--- src/rtl/rx_state_update.sv ---
// Receive-state updater: reads a flow's entry, checks the segment sequence against ack_num,
// writes back the advanced ack_num on an in-order hit and reports accept/ack downstream.
package tcp_pkg;
   localparam int FLOWID_W           = 8;
   localparam int RECV_STATE_ENTRY_W = 64;
   localparam int ACK_NUM_LSB        = 0;
endpackage

module rx_state_update #(
   parameter int FLOWID_W           = tcp_pkg::FLOWID_W,
   parameter int RECV_STATE_ENTRY_W = tcp_pkg::RECV_STATE_ENTRY_W
) (
   input  logic                          clk,
   input  logic                          rst,
   input  logic                          seg_val,
   input  logic [FLOWID_W-1:0]           seg_flowid,
   input  logic [31:0]                   seg_seq_num,
   input  logic [15:0]                   seg_payload_len,
   output logic                          seg_rdy,
   output logic                          curr_recv_state_rd_req_val,
   output logic [FLOWID_W-1:0]           curr_recv_state_rd_req_addr,
   input  logic                          curr_recv_state_rd_req_rdy,
   input  logic                          curr_recv_state_rd_resp_val,
   input  logic [RECV_STATE_ENTRY_W-1:0] curr_recv_state_rd_resp_data,
   output logic                          curr_recv_state_rd_resp_rdy,
   output logic                          recv_state_wr_req_val,
   output logic [FLOWID_W-1:0]           recv_state_wr_req_addr,
   output logic [RECV_STATE_ENTRY_W-1:0] recv_state_wr_req_data,
   input  logic                          recv_state_wr_req_rdy,
   output logic                          result_val,
   output logic [FLOWID_W-1:0]           result_flowid,
   output logic                          result_accept,
   output logic [31:0]                   result_ack_num,
   input  logic                          result_rdy
);

   localparam int ACK_LSB = tcp_pkg::ACK_NUM_LSB;

   typedef enum logic [2:0] {IDLE, RD_REQ, RD_WAIT, WR, OUT} state_e;

   state_e                        state_q, state_d;
   logic [FLOWID_W-1:0]           flowid_q, flowid_d;
   logic [31:0]                   seq_q, seq_d;
   logic [15:0]                   len_q, len_d;
   logic [RECV_STATE_ENTRY_W-1:0] entry_q, entry_d;
   logic                          accept_q, accept_d;
   logic                          resp_accept;

   assign resp_accept = (seq_q == curr_recv_state_rd_resp_data[ACK_LSB +: 32]);

   always_ff @(posedge clk) begin
      if (rst) begin
         state_q  <= IDLE;
         flowid_q <= '0;
         seq_q    <= '0;
         len_q    <= '0;
         entry_q  <= '0;
         accept_q <= 1'b0;
      end else begin
         state_q  <= state_d;
         flowid_q <= flowid_d;
         seq_q    <= seq_d;
         len_q    <= len_d;
         entry_q  <= entry_d;
         accept_q <= accept_d;
      end
   end

   always_comb begin
      state_d = state_q;
      unique case (state_q)
         IDLE:    if (seg_val)                     state_d = RD_REQ;
         RD_REQ:  if (curr_recv_state_rd_req_rdy)  state_d = RD_WAIT;
         RD_WAIT: if (curr_recv_state_rd_resp_val)
                     state_d = (resp_accept && len_q != 16'd0) ? WR : OUT;
         WR:      if (recv_state_wr_req_rdy)       state_d = OUT;
         OUT:     if (result_rdy)                  state_d = IDLE;
         default:                                  state_d = IDLE;
      endcase
   end

   // Segment fields latch on the IDLE handshake; the entry latches on the read response.
   always_comb begin
      flowid_d = flowid_q;
      seq_d    = seq_q;
      len_d    = len_q;
      entry_d  = entry_q;
      accept_d = accept_q;
      if (state_q == IDLE && seg_val) begin
         flowid_d = seg_flowid;
         seq_d    = seg_seq_num;
         len_d    = seg_payload_len;
      end
      if (state_q == RD_WAIT && curr_recv_state_rd_resp_val) begin
         accept_d = resp_accept;
         entry_d  = curr_recv_state_rd_resp_data;
         if (resp_accept)
            entry_d[ACK_LSB +: 32] = curr_recv_state_rd_resp_data[ACK_LSB +: 32] + {16'd0, len_q};
      end
   end

   always_comb begin
      seg_rdy                     = (state_q == IDLE) && !rst;
      curr_recv_state_rd_req_val  = (state_q == RD_REQ);
      curr_recv_state_rd_resp_rdy = (state_q == RD_WAIT);
      recv_state_wr_req_val       = (state_q == WR);
      result_val                  = (state_q == OUT);
   end

   assign curr_recv_state_rd_req_addr = flowid_q;
   assign recv_state_wr_req_addr      = flowid_q;
   assign recv_state_wr_req_data      = entry_q;
   assign result_flowid               = flowid_q;
   assign result_accept               = accept_q;
   assign result_ack_num              = entry_q[ACK_LSB +: 32];

endmodule

--- config.mk ---
export PLATFORM = sky130hd
export DESIGN_NAME = rx_state_update
export DESIGN_NICKNAME = d
export VERILOG_FILES = /design/src/rtl/rx_state_update.sv
export SDC_FILE = /design/constraint.sdc
export NUM_CORES = 1
export LEC_CHECK = 0
export BUFFER_PORTS_ARGS = -buffer_cell sky130_fd_sc_hd__buf_2
export CORE_MARGIN = 1.5
export CORE_UTILIZATION = 50
export CTS_CLUSTER_DIAMETER = 120
export DETAILED_ROUTE_END_ITERATION = 12
export GPL_TIMING_DRIVEN = 0
export PLACE_DENSITY_LB_ADDON = 0.05
export SLEW_MARGIN = 20
export SYNTH_ARGS = -nofsm -noshare
export SYNTH_HDL_FRONTEND = slang
export SYNTH_SLANG_ARGS = --single-unit
--- constraint.sdc ---
create_clock -name clk -period 3.4 [get_ports clk]
set_input_delay 0.68 -clock clk [delete_from_list [all_inputs] [get_ports clk]]
set_output_delay 0.68 -clock clk [all_outputs]
set_load 0.02 [all_outputs]
==> tab_implementation.tex, run 1 <==
\begin{tabular}{lr}
\hline
Metric & Value \\
\hline
\multicolumn{2}{l}{\textbf{Routing}} \\
\quad \# DRC & 0 \\
\quad Met2 layer wire length in the routed design & about 9000 um \\
\quad TritonRoute pass-1 iters & 6 \\
\quad Routed wire length on met3 & approximately 1600 um \\
\quad Final routed wirelength across all metal layers & 20000 um \\
\quad Vias & $\sim$6800 \\
\quad M1 wire length & $\sim$8600 um \\
\quad Highest layer used for signal routing & met4 \\
\quad Drt first-iter violations & approximately 520 \\
\quad Via density & 5.32 \\
\quad Detail-routed net length per standard cell & between 15 and 20 um \\
\quad Antenna violation net count after detailed routing & 0 \\
\multicolumn{2}{l}{\textbf{Placement}} \\
\quad Placed insts & roughly 1300 \\
\quad PortBufs & roughly 250 \\
\quad Detail Placement HPWL & between 15000 and 20000 um \\
\quad Final weighted congestion of routability-driven global placement & approximately 0.9 \\
\multicolumn{2}{l}{\textbf{Worst setup path}} \\
\quad Delay of the slowest cell on the worst path & approximately 0.43 ns \\
\quad Family with the most delay on the worst path & compound AO/OA/AOI/OAI gates \\
\quad Required time of the critical path & between 3 and 4 ns \\
\quad Worst Path Buf+Inv & 1 \\
\quad Startpoint type of the worst setup path & input pin \\
\quad Critical path arrival & about 3.3 ns \\
\quad Critical Path Slowest Stage Cell & sky130\_fd\_sc\_hd\_\_fa\_1 \\
\quad Critical path class & in2reg \\
\quad Kind of capture point of the worst setup path & flop \\
\quad Chain of cells forming the critical path & buf\_2 -> ha\_1 -> fa\_1 -> a211o\_1 -> o211ai\_1 -> a211oi\_2 -> o21bai\_4 -> nand2\_1 -> mux2\_2 -> a2111oi\_2 \\
\quad CP Max Fanout & 6 \\
\multicolumn{2}{l}{\textbf{Floorplanning}} \\
\quad Number of top-level pins & around 250 \\
\quad Initial core utilization & roughly half \\
\quad Y dimension of the die & 118 um \\
\quad Area enclosed by the die boundary & $\sim$14000 um2 \\
\quad Standard cell core area & 12700 um2 \\
\quad Horizontal extent of the die & $\sim$120 um \\
\quad Site row count & between 40 and 50 \\
\multicolumn{2}{l}{\textbf{Finish}} \\
\quad Register area & 2480 um2 \\
\quad Count of fill cells added during filler insertion & roughly 1200 \\
\quad Proportion of layout cells with a drive suffix above 1 & about a third \\
\quad Count of non-filler cells in the finished layout & between 1000 and 1500 \\
\quad Final \#Nets & about 1200 \\
\quad Area occupied by multi-input gates & between 3000 and 4000 um2 \\
\quad Relative area change from synthesis to final layout & 31.6\% \\
\multicolumn{2}{l}{\textbf{STA}} \\
\quad Setup total negative slack & 0 ns \\
\quad Max-slew violation count & 0 \\
\quad Fmax achieved & 337 MHz \\
\quad Worst clock skew & roughly 0.0064 ns \\
\quad Setup repair after global routing missed its margin & no \\
\quad Tightest slew margin relative to the limit & about half \\
\quad \# setup viols final & 0 \\
\quad Share of the clock period used by the worst path after layout & 87.3\% \\
\quad Transition time of the tightest slew-check pin & around 0.74 ns \\
\quad Shortest period the worst path allows & 2.97 ns \\
\quad Final Hold Fails & 0 \\
\multicolumn{2}{l}{\textbf{Synth}} \\
\quad Syn Area/Cell & $\sim$8 um2 \\
\quad Number of enable flip-flop cells after synthesis & 0 \\
\quad Most common cell in the synthesized netlist & sky130\_fd\_sc\_hd\_\_nand2\_1 \\
\quad Netlist cell types & 64 \\
\quad Post-synth top area cell & sky130\_fd\_sc\_hd\_\_dfxtp\_1 \\
\quad Synthesis warning total & 0 \\
\quad Mapped Area & around 6600 um2 \\
\quad Sequential element share of the synthesized area & between 30\% and 40\% \\
\quad Cells taking the most area after synthesis & sky130\_fd\_sc\_hd\_\_dfxtp\_1, sky130\_fd\_sc\_hd\_\_nand2\_1, sky130\_fd\_sc\_hd\_\_a21oi\_1 \\
\quad Post-synthesis sequential element count & around 120 \\
\quad Main synth FF type & sky130\_fd\_sc\_hd\_\_dfxtp\_1 \\
\quad Synthesized netlist net count & roughly 1000 \\
\quad Post-synthesis cell count & between 800 and 900 \\
\quad Synth top cells by count & sky130\_fd\_sc\_hd\_\_nand2\_1, sky130\_fd\_sc\_hd\_\_dfxtp\_1, sky130\_fd\_sc\_hd\_\_a21oi\_1, sky130\_fd\_sc\_hd\_\_buf\_4, sky130\_fd\_sc\_hd\_\_xnor2\_1 \\
\quad Synth top area share & around 38\% \\
\quad Proportion of register bits with asynchronous set or reset after synthesis & 0\% \\
\multicolumn{2}{l}{\textbf{CTS}} \\
\quad Level count of the clock H-tree & 4 \\
\quad Post-CTS Setup Repair Bufs & 0 \\
\quad Clock root buffer & sky130\_fd\_sc\_hd\_\_clkbuf\_16 \\
\quad Gates resized, CTS repair & 0 \\
\quad Longest Clk Path Bufs & 2 \\
\quad Num Clock Sinks & $\sim$120 \\
\quad Clock tree from TritonCTS & built \\
\quad Insertion delay of the later-clocked pin in the worst-skew pair & 0.42 ns \\
\quad CTS Hold Buffers Added & 0 \\
\quad TritonCTS Buffers & 17 \\
\quad Worst-path clk slew & about 0.05 ns \\
\multicolumn{2}{l}{\textbf{Run status}} \\
\quad Run status & completed \\
\multicolumn{2}{l}{\textbf{Global route}} \\
\quad Overall global routing resource usage & $\sim$29\% \\
\quad Vias in the first global route & between 6000 and 7000 \\
\quad Wire length of the first global-routing pass & between 30000 and 40000 um \\
\quad Initial antenna violation count & 1 \\
\quad Grt ovf & 0 \\
\quad Largest net degree at the start of global routing & 17 \\
\multicolumn{2}{l}{\textbf{Power and ir drop}} \\
\quad LEAKAGE & between 3 and 4 nW \\
\quad Cell Pwr Density & slightly above 500 nW/um2 \\
\quad Design Power & $\sim$4.5 mW \\
\quad Worst IR Drop VDD & roughly 0.35 mV \\
\multicolumn{2}{l}{\textbf{Hold path}} \\
\quad Worst min-delay path class & reg2reg \\
\multicolumn{2}{l}{\textbf{Run}} \\
\quad Max Cap Violations & 0 \\
\hline
\end{tabular}
placed cells by master, fill, tap and decap left out, types with 4 or more instances in the layout:
cell,instances
sky130_fd_sc_hd__clkbuf_16,17
sky130_fd_sc_hd__a21o_1,5
sky130_fd_sc_hd__or3_1,4
sky130_fd_sc_hd__o21ai_0,8
sky130_fd_sc_hd__clkinv_2,4
sky130_fd_sc_hd__xnor2_1,40
sky130_fd_sc_hd__and3_1,9
sky130_fd_sc_hd__a311oi_1,7
sky130_fd_sc_hd__buf_4,50
sky130_fd_sc_hd__buf_2,252
sky130_fd_sc_hd__nor3b_1,6
sky130_fd_sc_hd__nand2b_1,4
sky130_fd_sc_hd__buf_1,8
sky130_fd_sc_hd__inv_1,8
sky130_fd_sc_hd__a2111oi_2,4
sky130_fd_sc_hd__dfxtp_1,124
sky130_fd_sc_hd__o21bai_1,4
sky130_fd_sc_hd__nor4_1,8
sky130_fd_sc_hd__nor2_1,30
sky130_fd_sc_hd__clkbuf_1,37
sky130_fd_sc_hd__nand3b_1,4
sky130_fd_sc_hd__nor2b_1,4
sky130_fd_sc_hd__ha_1,16
sky130_fd_sc_hd__a31oi_1,6
sky130_fd_sc_hd__nand4_1,14
sky130_fd_sc_hd__o21a_1,6
sky130_fd_sc_hd__a21oi_1,107
sky130_fd_sc_hd__mux2i_1,11
sky130_fd_sc_hd__nand3_1,14
sky130_fd_sc_hd__nand2_1,208
sky130_fd_sc_hd__a211oi_1,15
sky130_fd_sc_hd__nor3_1,14
report_power, final:
| part | leakage, nW | switching, mW | internal, mW |
|---|---|---|---|
| sequential | 1.01 | 0.0872 | 1.56 |
| combinational | 2.62 | 0.589 | 0.397 |
| clock | 0.293 | 0.662 | 1.19 |
| total | 3.92 | 1.34 | 3.14 |
cells by family after synthesis:
kind of cell,after synthesis,share of synthesized area (%)
AOI/OAI and AO/OA,191,18.7
buffers and inverters,103,8.87
adders and majority gates,17,3.35
and+or+nand+nor,335,23.2
xor gates and xnor gates,42,5.60
DFF,124,37.8
muxes,15,2.53
layout make-up:
class | instances | share of cell area [%]
clock inverter | 11 | 1.65
inverter | 8 | 0.347
buffer | 95 | 6.39
clock buffer | 21 | 5.32
tap | 172 | 2.49
antenna | 1 | 0.0289
multi-input combinational | 600 | 40.5
sequential | 124 | 28.7
timing repair buffer | 251 | 14.5
worst min-delay path: cells and delay by family, from the launching register on:
kind,cells,cell delay [ns]
DFF,1,0.30
and+or+nand+nor,1,0.05
AOI/OAI and AO/OA,1,0.05
stage by stage:
stage | utilization [%] | instance area [um2] | hold WS, ns | worst slack, ns
CTS | 68.0 | 8650 | 0.451 | 0.477
detailed placement | 63.2 | 8040 | 0.443 | 0.0971
global placement | 63.2 | 8040 | 0.439 | 0.125
floorplan | - | 6570 | 0.449 | 0.479
finish | 68.0 | 8650 | 0.449 | 0.431
global route | 68.0 | 8650 | 0.463 | 0.366
registers in the layout (all words and copies together) (netlist names):
signal and flops:
curr_recv_state_rd_req_addr 8, seq_q 32, len_q 16, state_q 3, recv_state_wr_req_data 64, result_accept 1
routing by layer:
metal / vias up / track usage, %
met5: - / 0
met4: 0 / 11.8
met3: 49 / 6.40
met2: 306 / 46.9
met1: 3099 / 36.4
li1: 3368 / -
worst paths after layout:
check / cells after the start / startpoint / endpoint / slack, ns
max reg2reg: 9 / len_q[0] / recv_state_wr_req_data[20] / 0.50
max: 10 / curr_recv_state_rd_resp_data[0] / recv_state_wr_req_data[20] / 0.43
min reg2reg: 2 / recv_state_wr_req_data[49] / recv_state_wr_req_data[49] / 0.45
min: 2 / recv_state_wr_req_data[49] / recv_state_wr_req_data[49] / 0.45
(Power assumes the default switching activity.)
==> inputs of run 2 (changes only) <==
--- a/config.mk
+++ b/config.mk
@@ -6,12 +6,14 @@
 export NUM_CORES = 1
 export LEC_CHECK = 0
 export BUFFER_PORTS_ARGS = -buffer_cell sky130_fd_sc_hd__buf_2
-export CORE_MARGIN = 1.5
-export CORE_UTILIZATION = 50
+export CELL_PAD_IN_SITES_DETAIL_PLACEMENT = 2
+export CELL_PAD_IN_SITES_GLOBAL_PLACEMENT = 2
+export CORE_MARGIN = 2
+export CORE_UTILIZATION = 27
 export CTS_CLUSTER_DIAMETER = 120
 export DETAILED_ROUTE_END_ITERATION = 12
 export GPL_TIMING_DRIVEN = 0
-export PLACE_DENSITY_LB_ADDON = 0.05
+export PLACE_DENSITY = 0.84
 export SLEW_MARGIN = 20
 export SYNTH_ARGS = -nofsm -noshare
 export SYNTH_HDL_FRONTEND = slang
==> run 2 against run 1 <==
Effect of this change:
- final cell count up 12%
- critical path depth is the same
- via count rose by 4.2%
- first-iteration DRC count down 42%
- critical path type unchanged
==> tab_implementation.tex, run 2 (same netlist as run 1, synthesis figures left out) <==
\begin{tabular}{lr}
\hline
Metric & Value \\
\hline
\multicolumn{2}{l}{\textbf{Run status}} \\
\quad Run status & completed \\
\multicolumn{2}{l}{\textbf{CTS}} \\
\quad Longest Clk Path Bufs & 2 \\
\quad Level count of the clock H-tree & 4 \\
\quad TritonCTS Buffers & 17 \\
\quad Clock tree from TritonCTS & built \\
\quad CTS Hold Buffers Added & 0 \\
\quad Post-CTS Setup Repair Bufs & 0 \\
\quad Gates resized, CTS repair & 0 \\
\quad Num Clock Sinks & $\sim$120 \\
\quad Insertion delay of the later-clocked pin in the worst-skew pair & roughly 0.42 ns \\
\quad Clock root buffer & sky130\_fd\_sc\_hd\_\_clkbuf\_16 \\
\quad Worst-path clk slew & 0.06 ns \\
\multicolumn{2}{l}{\textbf{Placement}} \\
\quad PortBufs & $\sim$250 \\
\quad Cell area after placement & just over 8000 um2 \\
\quad Placed insts & $\sim$1400 \\
\quad Detail Placement HPWL & approximately 22000 um \\
\quad Final weighted congestion of routability-driven global placement & between 0.8 and 0.9 \\
\multicolumn{2}{l}{\textbf{Global route}} \\
\quad Vias in the first global route & between 7000 and 8000 \\
\quad Grt ovf & 0 \\
\quad Overall global routing resource usage & around 22\% \\
\quad Initial antenna violation count & 2 \\
\quad Largest net degree at the start of global routing & 17 \\
\quad Wire length of the first global-routing pass & around 44000 um \\
\multicolumn{2}{l}{\textbf{Worst setup path}} \\
\quad Critical path class & in2reg \\
\quad Chain of cells forming the critical path & buf\_2 -> ha\_1 -> fa\_1 -> a211o\_1 -> o211ai\_1 -> a211oi\_2 -> o21bai\_4 -> nand2\_1 -> mux2\_2 -> a2111oi\_2 \\
\quad Worst Path Buf+Inv & 1 \\
\quad Family with the most delay on the worst path & compound AO/OA/AOI/OAI gates \\
\quad Critical path arrival & around 3.3 ns \\
\quad Critical Path Slowest Stage Cell & sky130\_fd\_sc\_hd\_\_fa\_1 \\
\quad Kind of capture point of the worst setup path & flop \\
\quad CP Max Fanout & 6 \\
\quad Delay of the slowest cell on the worst path & roughly 0.45 ns \\
\quad Startpoint type of the worst setup path & input pin \\
\quad Required time of the critical path & 3.72 ns \\
\multicolumn{2}{l}{\textbf{STA}} \\
\quad Shortest period the worst path allows & $\sim$3.0 ns \\
\quad Max-slew violation count & 0 \\
\quad Tightest slew margin relative to the limit & 46.7\% \\
\quad Fmax achieved & 332 MHz \\
\quad \# setup viols final & 0 \\
\quad Share of the clock period used by the worst path after layout & 88.6\% \\
\quad Worst clock skew & 0.00628 ns \\
\quad Final Hold Fails & 0 \\
\quad Transition time of the tightest slew-check pin & about 0.8 ns \\
\quad Setup repair after global routing missed its margin & no \\
\multicolumn{2}{l}{\textbf{Power and ir drop}} \\
\quad Share of total power in the clock network & roughly two fifths \\
\quad Fraction of power spent switching nets & 31.8\% \\
\quad Cell Pwr Density & roughly 520 nW/um2 \\
\quad Design Power & $\sim$4.6 mW \\
\quad Combinational fraction of design power & 22.8\% \\
\quad Power share of the sequential group & between 30\% and 40\% \\
\quad Net switching power figure & 1.47 mW \\
\quad LEAKAGE & 3.92 nW \\
\quad Worst IR Drop VDD & between 0.2 and 0.25 mV \\
\quad Cell Int Power & 3.14 mW \\
\multicolumn{2}{l}{\textbf{Routing}} \\
\quad Antenna violation net count after detailed routing & 0 \\
\quad Detail-routed net length per standard cell & 20.1 um \\
\quad Via density & 4.96 \\
\quad \# DRC & 0 \\
\quad Final routed wirelength across all metal layers & slightly below 30000 um \\
\quad Drt first-iter violations & 302 \\
\quad Vias & roughly 7000 \\
\quad TritonRoute pass-1 iters & 4 \\
\multicolumn{2}{l}{\textbf{Floorplanning}} \\
\quad Horizontal extent of the die & between 150 and 200 um \\
\quad Number of top-level pins & $\sim$250 \\
\quad Site row count & 57 \\
\quad Standard cell core area & 24100 um2 \\
\quad Initial core utilization & a little over a quarter \\
\quad Y dimension of the die & 160 um \\
\quad Area enclosed by the die boundary & 25600 um2 \\
\multicolumn{2}{l}{\textbf{Finish}} \\
\quad Final \#Nets & 1241 \\
\quad Highest-count cells in the layout ignoring fill and taps & sky130\_fd\_sc\_hd\_\_buf\_2, sky130\_fd\_sc\_hd\_\_nand2\_1, sky130\_fd\_sc\_hd\_\_dfxtp\_1, sky130\_fd\_sc\_hd\_\_a21oi\_1, sky130\_fd\_sc\_hd\_\_buf\_4 \\
\quad Proportion of layout cells with a drive suffix above 1 & approximately 32\% \\
\quad Area occupied by multi-input gates & 3510 um2 \\
\quad Most common library cell in the layout ignoring fill and taps & sky130\_fd\_sc\_hd\_\_buf\_2 \\
\quad Layout Cell Area excl Fill & a little under 9000 um2 \\
\quad Count of non-filler cells in the finished layout & 1434 \\
\quad Register area & roughly 2500 um2 \\
\quad Largest register FFs & 64 \\
\quad End-of-flow core utilization & between 30\% and 40\% \\
\quad Relative area change from synthesis to final layout & 34.4\% \\
\quad Count of fill cells added during filler insertion & roughly 2900 \\
\multicolumn{2}{l}{\textbf{Run}} \\
\quad Max Cap Violations & 0 \\
\multicolumn{2}{l}{\textbf{Hold path}} \\
\quad Worst min-delay path class & reg2reg \\
\hline
\end{tabular}
==> run 2: cell count changes in the layout (fill, tap and decap cells not counted), sizes merged <==
| cell | change |
|---|---|
| clkbuf | -2 |
| clkinvlp | +1 |
==> run 2: final timing paths <==
path,from,endpoint,slack (ns),cells past startpoint
max,curr_recv_state_rd_resp_data[0],recv_state_wr_req_data[26],0.39,10
min,recv_state_wr_req_data[47],recv_state_wr_req_data[47],0.45,2
max reg2reg,len_q[0],recv_state_wr_req_data[26],0.44,9
min reg2reg,recv_state_wr_req_data[47],recv_state_wr_req_data[47],0.45,2
==> run 2: area by class of cell <==
type / count / share of cell area, %
clock buffers: 19 / 5.13
repair buffers: 251 / 14.2
inverters: 8 / 0.340
plain buffers: 95 / 6.26
flip-flops and latches: 124 / 28.1
diodes: 1 / 0.0283
clock inverters: 12 / 1.66
multi-input cells: 600 / 39.7
well taps: 324 / 4.59
==> run 2: per-layer routing <==
metal | track usage, % | routed length [um] | up-vias
met5 | 0 | 13 | -
met4 | 6.51 | 436 | 2
met3 | 4.31 | 1520 | 35
met2 | 40.9 | 14900 | 205
met1 | 26.9 | 12000 | 3509
li1 | - | - | 3359
==> run 2: worst reg2reg max path, stage by stage, from the launching register on <==
cell                        delay [ns]
sky130_fd_sc_hd__dfxtp_1          0.34
sky130_fd_sc_hd__ha_1             0.22
sky130_fd_sc_hd__fa_1             0.45
sky130_fd_sc_hd__a211o_1          0.33
sky130_fd_sc_hd__o211ai_1         0.21
sky130_fd_sc_hd__a211oi_2         0.23
sky130_fd_sc_hd__o21bai_4         0.27
sky130_fd_sc_hd__nand2_1          0.15
sky130_fd_sc_hd__mux2_2           0.31
sky130_fd_sc_hd__a2111oi_2        0.35
==> run 2: metrics by stage <==
step                      setup WS [ns]  hold slack [ns]  setup TNS, ns
after global placement           0.0351            0.439              0
after CTS                         0.401            0.456              0
after floorplan                   0.479            0.449              0
after global routing              0.188            0.475              0
after detailed placement        -0.0125            0.448        -0.0125
final                             0.389            0.451              0
==> run 2: power groups by stage <==
stage | Combinational (mW) | Sequential, mW | Clock, mW
floorplan | 0.612 | 1.71 | 0
global placement | 1.00 | 1.68 | 0
detailed placement | 1.03 | 1.69 | 0
CTS | 1.06 | 1.66 | 1.92
global route | 1.15 | 1.68 | 1.99
finish | 1.05 | 1.66 | 1.89
